### config.mk
export PLATFORM = sky130hd
export DESIGN_NAME = iref_seq_flat
export DESIGN_NICKNAME = d
export VERILOG_FILES = /design/src/rtl/iref_seq_pkg.sv /design/src/rtl/iref_seq_if.sv /design/src/rtl/iref_seq_prio_enc.sv /design/src/rtl/iref_seq.sv /design/src/flat_wrapper.sv
export SDC_FILE = /design/constraint.sdc
export NUM_CORES = 1
export LEC_CHECK = 0
export BUFFER_PORTS_ARGS = -buffer_cell sky130_fd_sc_hd__buf_2
export CAP_MARGIN = 20
export CORE_MARGIN = 3
export CORE_UTILIZATION = 45
export CTS_CLUSTER_SIZE = 40
export DETAILED_ROUTE_END_ITERATION = 16
export GPL_TIMING_DRIVEN = 1
export PLACE_DENSITY = 0.64
export SLEW_MARGIN = 20
export SYNTH_ARGS = -nofsm -noshare
export SYNTH_HDL_FRONTEND = slang
export SYNTH_SLANG_ARGS = --single-unit
### constraint.sdc
create_clock -name clk -period 5.03 [get_ports clk]
set_clock_uncertainty 0.1 [all_clocks]
set_input_delay 0.2515 -clock clk [delete_from_list [all_inputs] [get_ports clk]]
set_output_delay 0.2515 -clock clk [all_outputs]
set_load 0.02 [all_outputs]
### src/rtl/iref_seq_pkg.sv
// Shared definitions for the multi-channel current-reference sequencer:
// register word addresses, sequencer state encoding and STATUS bit layout.
package iref_seq_defs;

  localparam int IREF_SEQ_PD     = 0;
  localparam int IREF_SEQ_LEN    = 1;
  localparam int IREF_SEQ_GAP    = 2;
  localparam int IREF_SEQ_START  = 3;
  localparam int IREF_SEQ_STATUS = 4;

  localparam int STAT_BUSY = 0;
  localparam int STAT_DONE = 1;
  localparam int STAT_PEND = 8;

  typedef enum logic [1:0] {
    ST_IDLE   = 2'd0,
    ST_CHARGE = 2'd1,
    ST_GAP    = 2'd2
  } seq_state_e;

endpackage

### src/rtl/iref_seq_if.sv
// CPU native valid/ready register bus as seen by the reference sequencer.
interface iref_seq_if #(
  parameter int ADDR_W = 3,
  parameter int DATA_W = 32
) ();
  logic              valid;
  logic [ADDR_W-1:0] address;
  logic [DATA_W-1:0] wdata;
  logic              wstrb;
  logic [DATA_W-1:0] rdata;
  logic              ready;

  modport master (output valid, address, wdata, wstrb, input rdata, ready);
  modport slave  (input valid, address, wdata, wstrb, output rdata, ready);
endinterface

### src/rtl/iref_seq_prio_enc.sv
// Lowest-set-bit encoder: index of the lowest asserted request and a hit flag.
module iref_prio_enc #(
  parameter int N     = 4,
  parameter int IDX_W = (N > 1) ? $clog2(N) : 1
) (
  input  logic [N-1:0]     req,
  output logic [IDX_W-1:0] idx,
  output logic             vld
);
  // Scan from the top so the lowest set bit is the last one to win.
  always_comb begin
    idx = '0;
    vld = 1'b0;
    for (int i = N - 1; i >= 0; i--) begin
      if (req[i]) begin
        idx = IDX_W'(i);
        vld = 1'b1;
      end
    end
  end
endmodule

### src/rtl/iref_seq.sv
// Multi-channel current-reference control with a hardware charge sequencer
// that charges each masked channel in turn, lowest index first.
module iref_seq
  import iref_seq_defs::*;
#(
  parameter int N_CH    = 4,
  parameter int ADDR_W  = 3,
  parameter int DATA_W  = 32,
  parameter int CNT_W   = 16,
  parameter int LEN_RST = 16
) (
  input  logic            clk,
  input  logic            rst,
  iref_seq_if.slave       bus,
  output logic [N_CH-1:0] pd,
  output logic [N_CH-1:0] charge,
  output logic            busy
);
  localparam int IDX_W = (N_CH > 1) ? $clog2(N_CH) : 1;

  seq_state_e        state;
  logic [CNT_W-1:0]  cnt;
  logic [CNT_W-1:0]  len_q;
  logic [CNT_W-1:0]  gap_q;
  logic [N_CH-1:0]   pending;
  logic              done;

  logic              wr, rd;
  logic              wr_pd, wr_len, wr_gap, wr_start, wr_stat;
  logic [N_CH-1:0]   wmask, pd_nx, eff, pend_left, enc_req, nxt_oh;
  logic [IDX_W-1:0]  enc_idx;
  logic              enc_vld;
  logic              slot_end, abort;
  logic [DATA_W-1:0] rd_val;
  logic [DATA_W+7:0] stat_w;
  logic              unused_bits;

  assign busy  = (state != ST_IDLE);
  assign wr    = bus.valid & bus.wstrb;
  assign rd    = bus.valid & ~bus.wstrb;
  assign wmask = bus.wdata[N_CH-1:0];

  assign wr_pd    = wr && (bus.address == ADDR_W'(IREF_SEQ_PD));
  assign wr_len   = wr && (bus.address == ADDR_W'(IREF_SEQ_LEN));
  assign wr_gap   = wr && (bus.address == ADDR_W'(IREF_SEQ_GAP));
  assign wr_start = wr && (bus.address == ADDR_W'(IREF_SEQ_START));
  assign wr_stat  = wr && (bus.address == ADDR_W'(IREF_SEQ_STATUS));

  // pd as it will be after this edge; used to drop channels the same cycle.
  assign pd_nx = wr_pd ? wmask : pd;
  assign eff   = wmask & ~pd;

  // charge holds the one-hot of the active channel while in CHARGE and is
  // zero elsewhere, so masking it out yields the channels still to run.
  assign pend_left = pending & ~charge & ~pd_nx;
  assign enc_req   = (state == ST_IDLE) ? eff : pend_left;
  assign nxt_oh    = N_CH'(1) << enc_idx;

  assign slot_end = (state == ST_CHARGE) &&
                    ((cnt == CNT_W'(1)) || (|(charge & pd_nx)));
  assign abort    = wr_start && busy && (wmask == '0);

  iref_prio_enc #(.N(N_CH), .IDX_W(IDX_W)) u_enc (
    .req (enc_req),
    .idx (enc_idx),
    .vld (enc_vld)
  );

  always_comb begin
    stat_w                      = '0;
    stat_w[STAT_BUSY]           = busy;
    stat_w[STAT_DONE]           = done;
    stat_w[STAT_PEND +: N_CH]   = pending;
    rd_val = '0;
    case (bus.address)
      ADDR_W'(IREF_SEQ_PD):     rd_val = DATA_W'(pd);
      ADDR_W'(IREF_SEQ_LEN):    rd_val = DATA_W'(len_q);
      ADDR_W'(IREF_SEQ_GAP):    rd_val = DATA_W'(gap_q);
      ADDR_W'(IREF_SEQ_STATUS): rd_val = stat_w[DATA_W-1:0];
      default:                  rd_val = '0;
    endcase
  end

  assign unused_bits = &{1'b0, bus.wdata};

  always_ff @(posedge clk or posedge rst) begin
    if (rst) begin
      bus.ready <= 1'b0;
      bus.rdata <= '0;
      pd        <= '0;
      charge    <= '0;
      len_q     <= CNT_W'(LEN_RST);
      gap_q     <= '0;
      pending   <= '0;
      done      <= 1'b0;
      cnt       <= '0;
      state     <= ST_IDLE;
    end else begin
      bus.ready <= bus.valid;
      bus.rdata <= rd ? rd_val : '0;

      if (wr_pd)   pd    <= wmask;
      if (wr_len)  len_q <= (bus.wdata[CNT_W-1:0] == '0) ? CNT_W'(1) : bus.wdata[CNT_W-1:0];
      if (wr_gap)  gap_q <= bus.wdata[CNT_W-1:0];
      if (wr_stat) done  <= 1'b0;

      case (state)
        ST_IDLE: begin
          if (wr_start && enc_vld) begin
            state   <= ST_CHARGE;
            pending <= eff;
            charge  <= nxt_oh;
            cnt     <= len_q;
            done    <= 1'b0;
          end
        end
        ST_CHARGE: begin
          if (abort) begin
            state   <= ST_IDLE;
            charge  <= '0;
            pending <= '0;
          end else if (slot_end) begin
            pending <= pend_left;
            if (!enc_vld) begin
              state  <= ST_IDLE;
              charge <= '0;
              done   <= 1'b1;
            end else if (gap_q == '0) begin
              charge <= nxt_oh;
              cnt    <= len_q;
            end else begin
              state  <= ST_GAP;
              charge <= '0;
              cnt    <= gap_q;
            end
          end else begin
            pending <= pending & ~pd_nx;
            cnt     <= cnt - CNT_W'(1);
          end
        end
        ST_GAP: begin
          if (abort) begin
            state   <= ST_IDLE;
            pending <= '0;
          end else begin
            pending <= pend_left;
            // Every remaining channel powered down during the gap ends the run.
            if (!enc_vld) begin
              state <= ST_IDLE;
              done  <= 1'b1;
            end else if (cnt == CNT_W'(1)) begin
              state  <= ST_CHARGE;
              charge <= nxt_oh;
              cnt    <= len_q;
            end else begin
              cnt <= cnt - CNT_W'(1);
            end
          end
        end
        default: begin
          state  <= ST_IDLE;
          charge <= '0;
        end
      endcase
    end
  end
endmodule

### src/flat_wrapper.sv
// flat-port wrapper written by rule: the top's interface ports become plain ports
module iref_seq_flat import iref_seq_defs::*;
#(
  parameter int N_CH    = 4,
  parameter int ADDR_W  = 3,
  parameter int DATA_W  = 32,
  parameter int CNT_W   = 16,
  parameter int LEN_RST = 16
)
  (clk, rst, pd, charge, busy, bus_valid, bus_address, bus_wdata, bus_wstrb, bus_rdata, bus_ready);
  iref_seq_if #(.ADDR_W(ADDR_W), .DATA_W(DATA_W)) bus_i ();
  input  logic clk;
  input  logic rst;
  output logic [N_CH-1:0] pd;
  output logic [N_CH-1:0] charge;
  output logic busy;
  input wire logic [$bits(bus_i.valid)-1:0] bus_valid;
  input wire logic [$bits(bus_i.address)-1:0] bus_address;
  input wire logic [$bits(bus_i.wdata)-1:0] bus_wdata;
  input wire logic [$bits(bus_i.wstrb)-1:0] bus_wstrb;
  output wire logic [$bits(bus_i.rdata)-1:0] bus_rdata;
  output wire logic [$bits(bus_i.ready)-1:0] bus_ready;
  assign bus_i.valid = bus_valid;
  assign bus_i.address = bus_address;
  assign bus_i.wdata = bus_wdata;
  assign bus_i.wstrb = bus_wstrb;
  assign bus_rdata = bus_i.rdata;
  assign bus_ready = bus_i.ready;
  iref_seq #(.N_CH(N_CH), .ADDR_W(ADDR_W), .DATA_W(DATA_W), .CNT_W(CNT_W), .LEN_RST(LEN_RST)) u_core (.clk(clk), .rst(rst), .bus(bus_i), .pd(pd), .charge(charge), .busy(busy));
endmodule
==> results.json <==
{
  "status": "finished, violations left",
  "violations": "negative hold slack",
  "synth_compound_area_frac": 0.195,
  "postSynthAreaPerCell_sq_um": 9.17,
  "hold_viol": 36,
  "setup.worst_path.start": "u_core.state[1]",
  "core_area_sq_um": 10600,
  "hpwl_um": 10200,
  "grt_usage": 0.233,
  "dr.pass1.iters": 6,
  "drtIter0Drc": 398,
  "clk_pin_slew_worst_paths_ns": 0.07,
  "place_congestion": 0.905,
  "crit_path_end": "u_core.cnt[9]",
  "r2r_end": "u_core.cnt[9]",
  "cts.sinks": 80,
  "startpoint_type": "register",
  "cts_setup_buffers": 0,
  "power.density_nw_per_um2": 554,
  "drt-vias-per-instance": 6.22,
  "synthXorXnorAreaFrac": 0.0211,
  "synth_edf_count": 0,
  "peakVddDrop_mv": 0.253,
  "path_class": "reg2reg",
  "timing.final.crit_share": 0.698,
  "cts_max_level": 3,
  "postSynthCellCount": 543,
  "pre_cts_ws_ns": 1.34,
  "layout_commonest_cell": "dfrtp_1",
  "die_w_um": 111,
  "synthArstFlopShare": 1.00,
  "setup_slack_ns": 1.52,
  "r2r_cells": 8,
  "synthToLayoutAreaGrowth_pct": 8.24,
  "crit_path_end_kind": "register",
  "wl_um": 14300,
  "cts_buffer_depth": 2,
  "cp.required_ns": 5.16,
  "clkLatencyLatePin_ns": 0.36,
  "maxSlewViolCount": 0,
  "antenna_found_initial": 0,
  "drv_cap": 0,
  "max_slew_margin": 0.228,
  "worst_hold_slack_ns": -0.0324,
  "portBuffers": 48,
  "synthAdderAreaFrac": 0.0196,
  "cts_resized": 0,
  "cts_tree": "yes",
  "fin_crit_ns": 3.51,
  "synth_top_family_by_area": "compound AO/OA/AOI/OAI gates",
  "final_cell_mix": "79 x dfrtp_1, 66 x nor2_1, 48 x buf_2",
  "wl_per_cell_um": 20.0,
  "grt_pass1_wl_um": 23100,
  "finalSetupViolations": 0,
  "synth_seq_area_share": 0.402,
  "cp_max_fo": 31,
  "synth_top_flop_cell": "dfrtp_1",
  "ant_nets": 0,
  "drive_gt1_frac": 0.192,
  "cts_buffers": 9,
  "power_leakage_nw": 2.29,
  "synth_area_sq_um": 4980,
  "die_h_um": 111,
  "fin_tns_setup_ns": 0,
  "grt_setup_unrepaired": "no",
  "rows": 37,
  "ios": 81,
  "r2r_slack_ns": 1.52,
  "timing_worst_slew_pin_value_ns": 1.15,
  "start_util": 0.472,
  "nets": 619,
  "first_global_vias": 4228,
  "drcViolationCount": 0,
  "dieArea_sq_um": 12400,
  "hold_path_class": "in2async",
  "synthDistinctLibCells": 65,
  "grt_start_max_net_pins": 81,
  "cts_root_buffer": "clkbuf_8",
  "reg2reg_from": "u_core.state[1]",
  "grt_overflow_total": 0,
  "ys_ff_latch": 80,
  "synthMuxAreaShare": 0.0977,
  "yosys.area_share.simple": 0.194,
  "fmax_ghz": 0.285,
  "yosysWarnings": 0,
  "worstPathArrival_ns": 3.64,
  "vias": 4443,
  "insertedDiodeCount": 0
}
[timing repair]
action                                  CTS  global route
hold buffers                              1             0
endpoints found under the setup margin    0             0
hold endpoints to repair                  1             0
[worst min path at each step]
| stage | start | end | slack (ns) | cells after the start |
|---|---|---|---|---|
| 6_report | rst | u_core.bus.rdata[1] | -0.03 | 3 |
| 5_1_grt | rst | u_core.bus.rdata[4] | 0.05 | 3 |
| 4_1_cts | bus_wdata[15] | u_core.len_q[15] | 0.04 | 2 |
| 3_5_place_dp | bus_valid | u_core.bus.ready | 0.32 | 1 |
| 3_3_place_gp | bus_valid | u_core.bus.ready | 0.31 | 1 |
| 2_1_floorplan | bus_valid | u_core.bus.ready | 0.18 | 0 |
[cells in the mapped netlist (all sizes together) (2+ instances only)]
cell type,number,area [sq um]
a41oi,2,17.5
nor4b,2,17.5
nor3,19,95.1
mux2,37,417
a211oi,7,57.6
nand3,10,50.1
inv,16,60.1
o211ai,6,45.0
xnor2,7,61.3
and2,6,37.5
a211o,12,105
nand2b,7,43.8
o41a,2,22.5
nor2b,8,50.1
mux2i,7,70.1
nor3b,2,15.0
nor2,68,265
or2,2,12.5
a22o,3,26.3
a22oi,14,105
xor2,5,43.8
a31oi,27,169
or3,8,50.1
buf,30,219
nor4,10,75.1
and3,5,31.3
o41ai,2,36.3
a21oi,33,165
and3b,2,17.5
ha,7,87.6
or4,3,22.5
o21ai,19,95.1
nand4,5,31.3
a2111oi,4,36.3
dfrtp,79,1980
clkbuf,17,65.1
nand2,34,128
[cell families (layout without fill, tap and decap cells)]
kind of cell	count (synthesis)	count (layout)
adder cells (fa/ha/maj)	8	8
AND/OR/NAND/NOR	194	194
multiplexers	44	44
buffers and inverters	63	83
flip-flops	80	80
AO/OA/AOI/OAI	141	141
other	1	16
XOR/XNOR	12	12
[through the flow]
step / instances / power (mW) / util / cell area, sq um / hold WS [ns]
floorplan: 558 / 2.14 / - / 5040 / 0.183
global route: 714 / 3.19 / 0.511 / 5390 / 0.0484
global placement: 697 / 2.45 / 0.491 / 5180 / 0.310
CTS: 714 / 2.97 / 0.510 / 5390 / 0.0427
finish: 714 / 2.99 / 0.511 / 5390 / -0.0324
detailed placement: 697 / 2.49 / 0.491 / 5180 / 0.320
[report_power, final]
| part | switching (mW) | internal (mW) | leakage [nW] | total, mW |
|---|---|---|---|---|
| sequential | 0.244 | 0.824 | 1.01 | 1.07 |
| combinational | 0.879 | 0.565 | 1.19 | 1.44 |
| clock | 0.233 | 0.243 | 0.0936 | 0.476 |
[sequential cells by signal, summed over array words and instances, names as in the netlist, 2 cells and up]
signal,flops
u_core.bus.rdata,16
u_core.charge,4
u_core.cnt,16
u_core.gap_q,16
u_core.len_q,16
u_core.pd,4
u_core.pending,4
u_core.state,2
[per-layer routing]
layer	wire [um]	global-route usage	share of wire
met4	262	0.0819	0.018
met5	0	0	0
met1	6430	0.337	0.45
met2	6330	0.335	0.44
met3	1270	0.0650	0.089
[critical path, stage by stage, from the launching register on]
cell and delay [ns]:
dfrtp_1 0.43, inv_1 0.11, ha_1 0.60, or4b_1 0.21, nor3_1 0.04, or3_1 0.49, o41a_1 0.38, o32a_2 0.62
mux2_1 0.39
[cell type report]
type                       count  area (sq um)
tap                          136           170
fill                        1022          5160
multi-input combinational    415          2700
sequential                    80          2000
clock inverter                 3          42.5
clock buffer                  13           149
timing repair buffer          51           269
inverter                      16          61.3
Note: power is estimated with default switching activity, not from simulation.
